$ cat src/rtl/ps2_pkg.sv
// ps2_pkg: frame FSM states and PS/2 byte constants shared by the keyboard encoder
package ps2_pkg;
  typedef enum logic [1:0] {ST_IDLE, ST_DATA, ST_PARITY, ST_STOP} ps2_state_t;
  localparam logic [7:0] PS2_EXT    = 8'hE0;
  localparam logic [7:0] PS2_REL    = 8'hF0;
  localparam logic [7:0] PS2_BAT    = 8'hAA;
  localparam logic [7:0] PS2_ACK    = 8'hFA;
  localparam logic [7:0] PS2_ECHO   = 8'hEE;
  localparam logic [7:0] PS2_RESEND = 8'hFE;
  function automatic logic is_ignored(input logic [7:0] b);
    return b == PS2_BAT || b == PS2_ACK || b == PS2_ECHO || b == PS2_RESEND;
  endfunction
endpackage

$ cat src/rtl/ps2_line_filter.sv
// ps2_line_filter: synchronises the PS/2 lines, debounces the clock and strobes on its falling edge
module ps2_line_filter #(
  parameter int FILT = 4
) (
  input  logic clk_sys,
  input  logic RESET,
  input  logic ps2_clk,
  input  logic ps2_data,
  output logic strobe,
  output logic data_s
);
  localparam int CW = $clog2(FILT + 1);
  localparam logic [CW-1:0] LAST = CW'(FILT - 1);
  logic [1:0] clk_q, data_q;
  logic fclk;
  logic [CW-1:0] cnt;
  always_ff @(posedge clk_sys) begin
    if (RESET) begin
      clk_q  <= 2'b11;
      data_q <= 2'b11;
      fclk   <= 1'b1;
      cnt    <= '0;
    end else begin
      clk_q  <= {clk_q[0], ps2_clk};
      data_q <= {data_q[0], ps2_data};
      if (clk_q[1] == fclk) cnt <= '0;
      else if (cnt == LAST) begin
        fclk <= clk_q[1];
        cnt  <= '0;
      end else cnt <= cnt + 1'b1;
    end
  end
  // strobe fires in the cycle the filtered clock is about to fall
  assign strobe = fclk && !clk_q[1] && cnt == LAST;
  assign data_s = data_q[1];
endmodule

$ cat src/rtl/ps2_key_encoder.sv
// ps2_key_encoder: receives PS/2 frames and assembles E0/F0 prefixes into the 11-bit ps2_key event word
module ps2_key_encoder
  import ps2_pkg::*;
#(
  parameter int CLK_HZ     = 24_000_000,
  parameter int TIMEOUT_US = 100,
  parameter int FILT       = 4
) (
  input  logic        clk_sys,
  input  logic        RESET,
  input  logic        ps2_clk,
  input  logic        ps2_data,
  output logic [10:0] ps2_key,
  output logic        frame_err,
  output logic        busy
);
  localparam int TC = CLK_HZ / 1_000_000 * TIMEOUT_US;
  localparam int TW = $clog2(TC + 1);
  localparam logic [TW-1:0] TO_TC = TW'(TC);
  ps2_state_t state, state_n;
  logic [2:0] bit_cnt, bit_cnt_n;
  logic [7:0] sh, sh_n;
  logic par, par_n, ext, ext_n, rel, rel_n, err_n, timeout;
  logic [10:0] key_n;
  logic [TW-1:0] to_cnt, to_n;
  logic strobe, data_s;
  ps2_line_filter #(.FILT(FILT)) u_filt (
    .clk_sys (clk_sys),
    .RESET   (RESET),
    .ps2_clk (ps2_clk),
    .ps2_data(ps2_data),
    .strobe  (strobe),
    .data_s  (data_s)
  );
  always_ff @(posedge clk_sys) begin
    if (RESET) begin
      state     <= ST_IDLE;
      bit_cnt   <= '0;
      sh        <= '0;
      par       <= 1'b0;
      ext       <= 1'b0;
      rel       <= 1'b0;
      to_cnt    <= '0;
      ps2_key   <= '0;
      frame_err <= 1'b0;
    end else begin
      state     <= state_n;
      bit_cnt   <= bit_cnt_n;
      sh        <= sh_n;
      par       <= par_n;
      ext       <= ext_n;
      rel       <= rel_n;
      to_cnt    <= to_n;
      ps2_key   <= key_n;
      frame_err <= err_n;
    end
  end
  // a strobe landing on the terminal count wins: the frame continues
  assign timeout = state != ST_IDLE && !strobe && to_cnt == TO_TC;
  always_comb begin
    state_n   = state;
    bit_cnt_n = bit_cnt;
    sh_n      = sh;
    par_n     = par;
    ext_n     = ext;
    rel_n     = rel;
    key_n     = ps2_key;
    err_n     = 1'b0;
    to_n      = (state == ST_IDLE || strobe || timeout) ? '0 : to_cnt + 1'b1;
    if (timeout) begin
      state_n = ST_IDLE;
      err_n   = 1'b1;
      ext_n   = 1'b0;
      rel_n   = 1'b0;
    end else if (strobe) begin
      case (state)
        ST_IDLE: begin
          state_n   = data_s ? ST_IDLE : ST_DATA;
          bit_cnt_n = '0;
        end
        ST_DATA: begin
          sh_n      = {data_s, sh[7:1]};
          bit_cnt_n = bit_cnt + 1'b1;
          state_n   = (bit_cnt == 3'd7) ? ST_PARITY : ST_DATA;
        end
        ST_PARITY: begin
          par_n   = data_s;
          state_n = ST_STOP;
        end
        default: begin
          state_n = ST_IDLE;
          if (!(^sh ^ par) || !data_s) begin
            err_n = 1'b1;
            ext_n = 1'b0;
            rel_n = 1'b0;
          end else if (sh == PS2_EXT) ext_n = 1'b1;
          else if (sh == PS2_REL) rel_n = 1'b1;
          else if (!is_ignored(sh)) begin
            key_n = {~ps2_key[10], ~rel, ext, sh};
            ext_n = 1'b0;
            rel_n = 1'b0;
          end
        end
      endcase
    end
  end
  assign busy = state != ST_IDLE;
endmodule

$ cat config.mk
export PLATFORM = sky130hd
export DESIGN_NAME = ps2_key_encoder
export DESIGN_NICKNAME = d
export VERILOG_FILES = /design/src/rtl/ps2_pkg.sv /design/src/rtl/ps2_line_filter.sv /design/src/rtl/ps2_key_encoder.sv
export SDC_FILE = /design/constraint.sdc
export NUM_CORES = 1
export LEC_CHECK = 0
export CAP_MARGIN = 20
export CORE_MARGIN = 2
export CORE_UTILIZATION = 50
export DETAILED_ROUTE_END_ITERATION = 7
export HOLD_SLACK_MARGIN = 0.08
export PLACE_DENSITY = 0.7
export SKIP_LAST_GASP = 1
export SYNTH_ARGS = -nofsm -noshare
export SYNTH_HDL_FRONTEND = slang
export SYNTH_SLANG_ARGS = --single-unit
$ cat constraint.sdc
create_clock -name clk_sys -period 2.74 [get_ports clk_sys]
set_input_delay 0.685 -clock clk_sys [delete_from_list [all_inputs] [get_ports clk_sys]]
set_output_delay 0.685 -clock clk_sys [all_outputs]
set_load 0.03 [all_outputs]
==> results of run 1 <==
## power breakdown
part / switching, µW / total, µW / internal [µW] / leakage, µW
Sequential: 1.47 / 701 / 700 / 0.000388
Combinational: 11.5 / 19.7 / 8.16 / 0.000453
Clock: 218 / 391 / 174 / 0.0000410
## placed cells by master, fill, tap and decap left out, types with 3 or more instances in the layout
master and n:
sky130_fd_sc_hd__xnor2_1 7, sky130_fd_sc_hd__ha_1 16, sky130_fd_sc_hd__or4_1 8, sky130_fd_sc_hd__mux2i_1 4, sky130_fd_sc_hd__o21ai_0 5, sky130_fd_sc_hd__clkdlybuf4s50_1 16, sky130_fd_sc_hd__a21oi_1 23, sky130_fd_sc_hd__nor2_1 17
sky130_fd_sc_hd__and3_1 7, sky130_fd_sc_hd__nand3_1 5, sky130_fd_sc_hd__nor3_1 3, sky130_fd_sc_hd__nand2_1 35, sky130_fd_sc_hd__or2_2 5, sky130_fd_sc_hd__dfxtp_1 48, sky130_fd_sc_hd__xor2_1 5, sky130_fd_sc_hd__clkbuf_8 5
sky130_fd_sc_hd__o211ai_1 4, sky130_fd_sc_hd__inv_1 13, sky130_fd_sc_hd__o31ai_1 8
## worst min path at each step
stage                                          start  depth (start not counted)  slack [ns]                         end
after floorplan           u_filt.clk_q[0]$_SDFF_PP1_                          1        0.39  u_filt.clk_q[1]$_SDFF_PP1_
after global placement    u_filt.clk_q[0]$_SDFF_PP1_                          1        0.39  u_filt.clk_q[1]$_SDFF_PP1_
after detailed placement  u_filt.clk_q[0]$_SDFF_PP1_                          1        0.39  u_filt.clk_q[1]$_SDFF_PP1_
after CTS                 u_filt.clk_q[0]$_SDFF_PP1_                          1        0.41  u_filt.clk_q[1]$_SDFF_PP1_
after global routing      u_filt.clk_q[0]$_SDFF_PP1_                          1        0.42  u_filt.clk_q[1]$_SDFF_PP1_
final                     u_filt.clk_q[0]$_SDFF_PP1_                          1        0.41  u_filt.clk_q[1]$_SDFF_PP1_
## logic make-up (layout without fill, tap and decap cells)
kind of cell | Yosys count | in the layout | synth area share, %
flops | 48 | 48 | 43.6
buf+inv | 22 | 38 | 4.20
compound gates | 44 | 44 | 12.0
fa+ha+maj | 16 | 16 | 9.09
mux | 4 | 4 | 1.82
xor+xnor | 13 | 13 | 5.79
simple gates | 98 | 98 | 23.5
## registers in the layout (all words and copies together) (netlist names), 2 cells and up
| name | flops |
|---|---|
| bit_cnt | 3 |
| ps2_key | 11 |
| sh | 8 |
| state | 2 |
| to_cnt | 12 |
| u_filt.clk_q | 2 |
| u_filt.cnt | 3 |
| u_filt.data_q | 2 |
## metrics by stage
step | setup slack (ns) | hold slack (ns) | utilization [%] | power [µW]
floorplan | 0.786 | 0.389 | - | 729
global placement | 0.408 | 0.391 | 55.9 | 737
detailed placement | 0.340 | 0.393 | 55.9 | 738
CTS | 0.323 | 0.413 | 57.7 | 1130
global route | 0.0407 | 0.422 | 57.7 | 1160
finish | 0.338 | 0.412 | 57.7 | 1110
## final cells by class
| class | count | area (µm²) | share of cell area (%) |
|---|---|---|---|
| clock buffers | 6 | 72.6 | 2.93 |
| inverters | 13 | 48.8 | 1.97 |
| clock inverters | 1 | 5.00 | 0.202 |
| well taps | 52 | 65.1 | 2.63 |
| flip-flops and latches | 48 | 961 | 38.8 |
| repair buffers | 18 | 175 | 7.07 |
| multi-input cells | 175 | 1150 | 46.4 |
## metal layers
| metal | vias up | routed length [µm] |
|---|---|---|
| li1 | 887 | - |
| met1 | 788 | 1790 |
| met2 | 17 | 1900 |
| met3 | 4 | 107 |
| met4 | 0 | 31 |
| met5 | - | 0 |
## worst max-delay path, stage by stage, from the launching register on
cell                       delay [ns]
sky130_fd_sc_hd__dfxtp_1         0.34
sky130_fd_sc_hd__ha_1            0.15
sky130_fd_sc_hd__ha_1            0.23
sky130_fd_sc_hd__and2_2          0.23
sky130_fd_sc_hd__and3_1          0.25
sky130_fd_sc_hd__nand3b_1        0.44
sky130_fd_sc_hd__or4_1           0.56
sky130_fd_sc_hd__a21oi_1         0.14
## cells in the mapped netlist, drive strengths merged
cell / count
xnor2: 7
and3: 7
or4: 9
nand3: 5
nand3b: 2
xnor3: 1
inv: 13
a21oi: 23
xor2: 5
or2: 5
mux2i: 4
nor2b: 1
nor4: 2
o211ai: 4
dfxtp: 48
a311oi: 1
or4b: 1
buf: 3
nor2: 18
nand4: 3
a211o: 1
o31ai: 8
nand2b: 1
clkbuf: 6
nand2: 35
and4: 2
a22o: 1
o21ai: 5
nor4b: 1
and2: 1
or4bb: 1
a21boi: 1
ha: 16
nor3: 4
==> metrics.yaml, run 1 <==
sta:
  setup_total_negative_slack_ns: 0
  finalCriticalPeriod_ns: 2.40
  rsz0062_at_grt: "false"
  final.period_utilization_pct: 87.7
  timing.fmax_ghz: 0.416
  max_slew.worst_pin.slew_ns: 0.601
  slew-limit-headroom_pct: 59.8
  hold_violations: 0
  skew_ns: 0.00713
  timing_max_transition_violations_final: 0
  setup_viol_count_final: 0
worst_setup_path:
  timing.rr.end: "ps2_key[10]$_SDFFE_PP0P_"
  worst_ep_required_time_ns: 2.97
  r2r_slack_ns: 0.34
  crit_path_start: "u_filt.cnt[0]$_SDFF_PP0_"
  startpoint_type: "flop"
  critPathCaptureType: "flop"
  r2r-start: "u_filt.cnt[0]$_SDFF_PP0_"
  path_class: "reg2reg"
  critical_path.endpoint: "ps2_key[10]$_SDFFE_PP0P_"
  critical_path_peak_fanout: 18
  crit_arrival_ns: 2.63
  r2r_cells: 7
power:
  static_leakage_uw: 0.000882
  power.density_nw_per_um2: 449
  max-vdd-ir-drop_uv: 369
run:
  timing.max_cap.violations: 0
synth:
  netlist.area_leader.share_pct: 43.6
  synthDistinctLibCells: 39
  syn-cell-area_um2: 2200
  postSynthNetCount: 265
  synth_top_cell_by_area: "sky130_fd_sc_hd__dfxtp_1"
  postSynthCellCount: 245
  share_of_the_yosys_chip_area_belonging_to_registers_pct: 43.6
  synth.top_cells.by_area: "sky130_fd_sc_hd__dfxtp_1 (44%), sky130_fd_sc_hd__ha_1 (9.1%), sky130_fd_sc_hd__nand2_1 (6.0%)"
  syn_area_per_cell_um2: 8.99
  yosys_warnings: 0
  yosys_register_bits: 48
die:
  floorplan.io_pins: 17
  core_um2: 4290
  floorplan.initialDensity_pct: 51.3
  die_area_um2: 4950
  chipHeight_um: 70.4
  floorplan.rows: 24
  floorplan.die.width_um: 70.4
global_route:
  grt_pass1_vias: 1582
  grt_util_all_layers_pct: 16.9
  wire_length_of_the_first_global_routing_pass_um: 6820
  globalRoute.busiestLayer: "met2"
  number_of_antenna_violations_at_the_first_check_in_global_routing: 0
  grt_util_met3_pct: 3.90
  gr-usage-met2_pct: 29.7
  grt_util_met1_pct: 20.0
  largest_net_degree_at_the_start_of_global_routing: 32
  global_route.overflow_total: 0
outcome:
  run_status: "finished clean"
routing:
  route.detailed.vias_per_inst: 5.42
  drc: 0
  drt_pass1_iterations: 4
  routed_wl_um: 3830
  routed_wire_length_per_instance_um: 12.2
  detailroute.via_count: 1696
  dr.first_iter.drc_count: 83
  ant_nets: 0
clock_tree:
  tritoncts: "yes"
  cts_inserted_buffers: 5
  count_of_cells_resized_by_post_cts_repair: 0
  cts_hold_repair.buffers: 0
  cts.sink_count: 48
  ctsLongestPathBuffers: 2
  htree_num_levels: 2
  clock_tree.root_cell: "sky130_fd_sc_hd__clkbuf_8"
  clock_insertion_delay_worst_skew_ns: 0.29
  cts_post_setup_buffers_inserted: 0
  clk_pin_slew_ns: 0.08
layout:
  fraction_of_final_layout_cells_sized_beyond_drive_strength_1_pct: 6.90
  fill_cells: 402
  diodes: 0
  layoutNonFillerInstCount: 313
  final_design_area_no_fill_um2: 2480
  final_nets: 281
  area.growth.synth_to_final_pct: 12.4
placement:
  gpl.final_weighted_congestion: 0.811
  post-dp-hpwl_um: 2750
  placement.cell_area_um2: 2400
  placed_insts: 306
  portBuffers: 16
worst_hold_path:
  hold_path_class: "reg2reg"
(Power assumes the default switching activity.)
==> inputs of run 2 (changes only) <==
- clock period: 2.74 -> 2.35 ns (I/O delays scaled with it)
==> run 2 against run 1 <==
  * Routed wire length rose by 5.1%
  * Via count increased by 0.94%
  * Die area did not move
  * Sequential power rose by 17%
  * Hold slack got worse by 0.00058 ns
  * Clock power up 17%
  * Worst setup slack got worse by 0.19 ns
  * Cell area up 2.3%
  * Non-clock buffer count grew 7
==> metrics.yaml, run 2 (synthesis results as in run 1) <==
layout:
  largest_registers: "to_cnt (12), ps2_key (11), sh (8)"
  largest_register_ff_count: 12  # unchanged
  fin_util_pct: 59.0  # +1.3 points
  fraction_of_final_layout_cells_sized_beyond_drive_strength_1_pct: 10.4  # +3.6 points
  area.growth.synth_to_final_pct: 15.0
  mostFrequentLayoutCell: "sky130_fd_sc_hd__dfxtp_1"
  final_nets: 288  # +2.5%
  layoutNonFillerInstCount: 320  # +2.2%
  top_register: "to_cnt"
  diodes: 0  # unchanged
  layout_common_cells: "sky130_fd_sc_hd__dfxtp_1 (46), sky130_fd_sc_hd__nand2_1 (34), sky130_fd_sc_hd__a21oi_1 (23)"
sta:
  rsz0062_at_grt: "false"
  max_slew.worst_pin.slew_ns: 0.583  # -0.0177 ns
  final.period_utilization_pct: 93.6
  timing_max_transition_violations_final: 0  # unchanged
  finalCriticalPeriod_ns: 2.20
  hold_violations: 0  # unchanged
  skew_ns: 0.0100  # +0.00288 ns
  slew-limit-headroom_pct: 61.0  # +1.2 points
  setup_total_negative_slack_ns: 0  # unchanged
  timing.fmax_ghz: 0.454
  setup_viol_count_final: 0  # unchanged
routing:
  drc: 0  # unchanged
  drt_pass1_iterations: 4  # unchanged
  dr.first_iter.drc_count: 83  # unchanged
  routed_wl_um: 4020  # +5.1%
  routed_wire_length_per_instance_um: 12.6  # +2.8%
  ant_nets: 0  # unchanged
  route.detailed.vias_per_inst: 5.35  # -1.3%
  detailroute.via_count: 1712  # +0.94%
power:
  static_leakage_uw: 0.000919  # +4.2%
  max-vdd-ir-drop_uv: 478  # +29%
  power.density_nw_per_um2: 512  # +14%
clock_tree:
  cts_inserted_buffers: 5  # unchanged
  cts_post_setup_buffers_inserted: 0  # unchanged
  tritoncts: "yes"
  clock_insertion_delay_worst_skew_ns: 0.30  # about the same
  ctsLongestPathBuffers: 2  # unchanged
  htree_num_levels: 2  # unchanged
  clock_tree.root_cell: "sky130_fd_sc_hd__clkbuf_8"
  cts_hold_repair.buffers: 0  # unchanged
  cts.sink_count: 48  # unchanged
  clk_pin_slew_ns: 0.08  # about the same
  count_of_cells_resized_by_post_cts_repair: 0  # unchanged
die:
  floorplan.io_pins: 17  # unchanged
  chipHeight_um: 70.4  # unchanged
  die_area_um2: 4950  # unchanged
  core_um2: 4290  # unchanged
  floorplan.initialDensity_pct: 51.3  # unchanged
  floorplan.rows: 24  # unchanged
  floorplan.die.width_um: 70.4  # unchanged
global_route:
  grt_pass1_vias: 1659  # +4.9%
  largest_net_degree_at_the_start_of_global_routing: 32  # unchanged
  grt_util_all_layers_pct: 17.9  # +1.1 points
  global_route.overflow_total: 0  # unchanged
  wire_length_of_the_first_global_routing_pass_um: 7130  # +4.5%
  number_of_antenna_violations_at_the_first_check_in_global_routing: 0  # unchanged
placement:
  post-dp-hpwl_um: 2920  # +6.4%
  portBuffers: 16  # unchanged
  gpl.final_weighted_congestion: 0.890  # +9.8%
  placed_insts: 313  # +2.3%
worst_setup_path:
  path_class: "reg2out"
  worst_ep_required_time_ns: 1.76  # -1.21 ns
  startpoint_type: "flop"
  crit_path_cell_trace: "or2_2 > clkdlybuf4s50_1"
  critPathCaptureType: "primary output"
  crit_arrival_ns: 1.61  # -1.02 ns
  critical_path.max_stage_delay_ns: 0.60  # +0.04 ns
  critical_path.slowest_cell: "sky130_fd_sc_hd__clkdlybuf4s50_1"
  critical_path_peak_fanout: 11  # -7
worst_hold_path:
  hold_path_class: "reg2reg"
outcome:
  run_status: "finished clean"
run:
  timing.max_cap.violations: 0  # unchanged
==> run 2: changes by cell type in the layout (fill, tap and decap cells not counted) <==
cell / delta
sky130_fd_sc_hd__nand2_1: -1
sky130_fd_sc_hd__dfxtp_2: +2
sky130_fd_sc_hd__dfxtp_1: -2
sky130_fd_sc_hd__nand2_2: +1
sky130_fd_sc_hd__buf_4: +7
==> run 2: worst max-delay path, delay by kind of cell, from the launching register on <==
family | cells | cell delay, ns
flops | 1 | 0.38
buf+inv | 1 | 0.60
simple gates | 1 | 0.34
==> run 2: path summary, 6_finish.rpt <==
path              depth (start not counted)                        from  slack, ns                    endpoint
setup / recovery                          2       state[1]$_SDFFE_PP0P_       0.15                        busy
hold / removal                            1  u_filt.clk_q[0]$_SDFF_PP1_       0.41  u_filt.clk_q[1]$_SDFF_PP1_
setup reg to reg                          7          sh[4]$_SDFFE_PP0P_       0.22    ps2_key[10]$_SDFFE_PP0P_
hold reg to reg                           1  u_filt.clk_q[0]$_SDFF_PP1_       0.41  u_filt.clk_q[1]$_SDFF_PP1_
==> run 2: where the power goes <==
part           switching, µW  internal [µW]
Clock                    255            203
Sequential              1.91            816
Combinational           13.4           9.61
==> run 2: stage by stage <==
step                hold WS (ns)  cell area (µm²)  worst slack (ns)  total power (µW)
floorplan                  0.389             2200             0.396               850
global placement           0.391             2450             0.188               860
detailed placement         0.397             2450             0.123               860
CTS                        0.416             2530            0.0604              1310
global route               0.428             2530            0.0551              1360
finish                     0.411             2530             0.150              1300
==> run 2: cell type report <==
cell class	instances	area, µm²
Clock buffer	6	72.6
Clock inverter	1	5.00
Fill cell	411	1760
Inverter	13	48.8
Multi-Input combinational cell	175	1150
Sequential cell	48	963
Tap cell	52	65.1
Timing Repair Buffer	25	228
==> run 2: routing by layer <==
metal  routed length, µm  GRT usage, %  up-vias
met3                 118          4.76        6
met1                1880          20.6      777
li1                    -             -      900
met2                1950          30.5       29
met5                   0             0        -
met4                  74          8.97        0
==> inputs of run 3 (changes only) <==
- SLEW_MARGIN: default -> 15
==> results of run 3 <==
Final layout, timing and power as in run 2 (identical DEF).
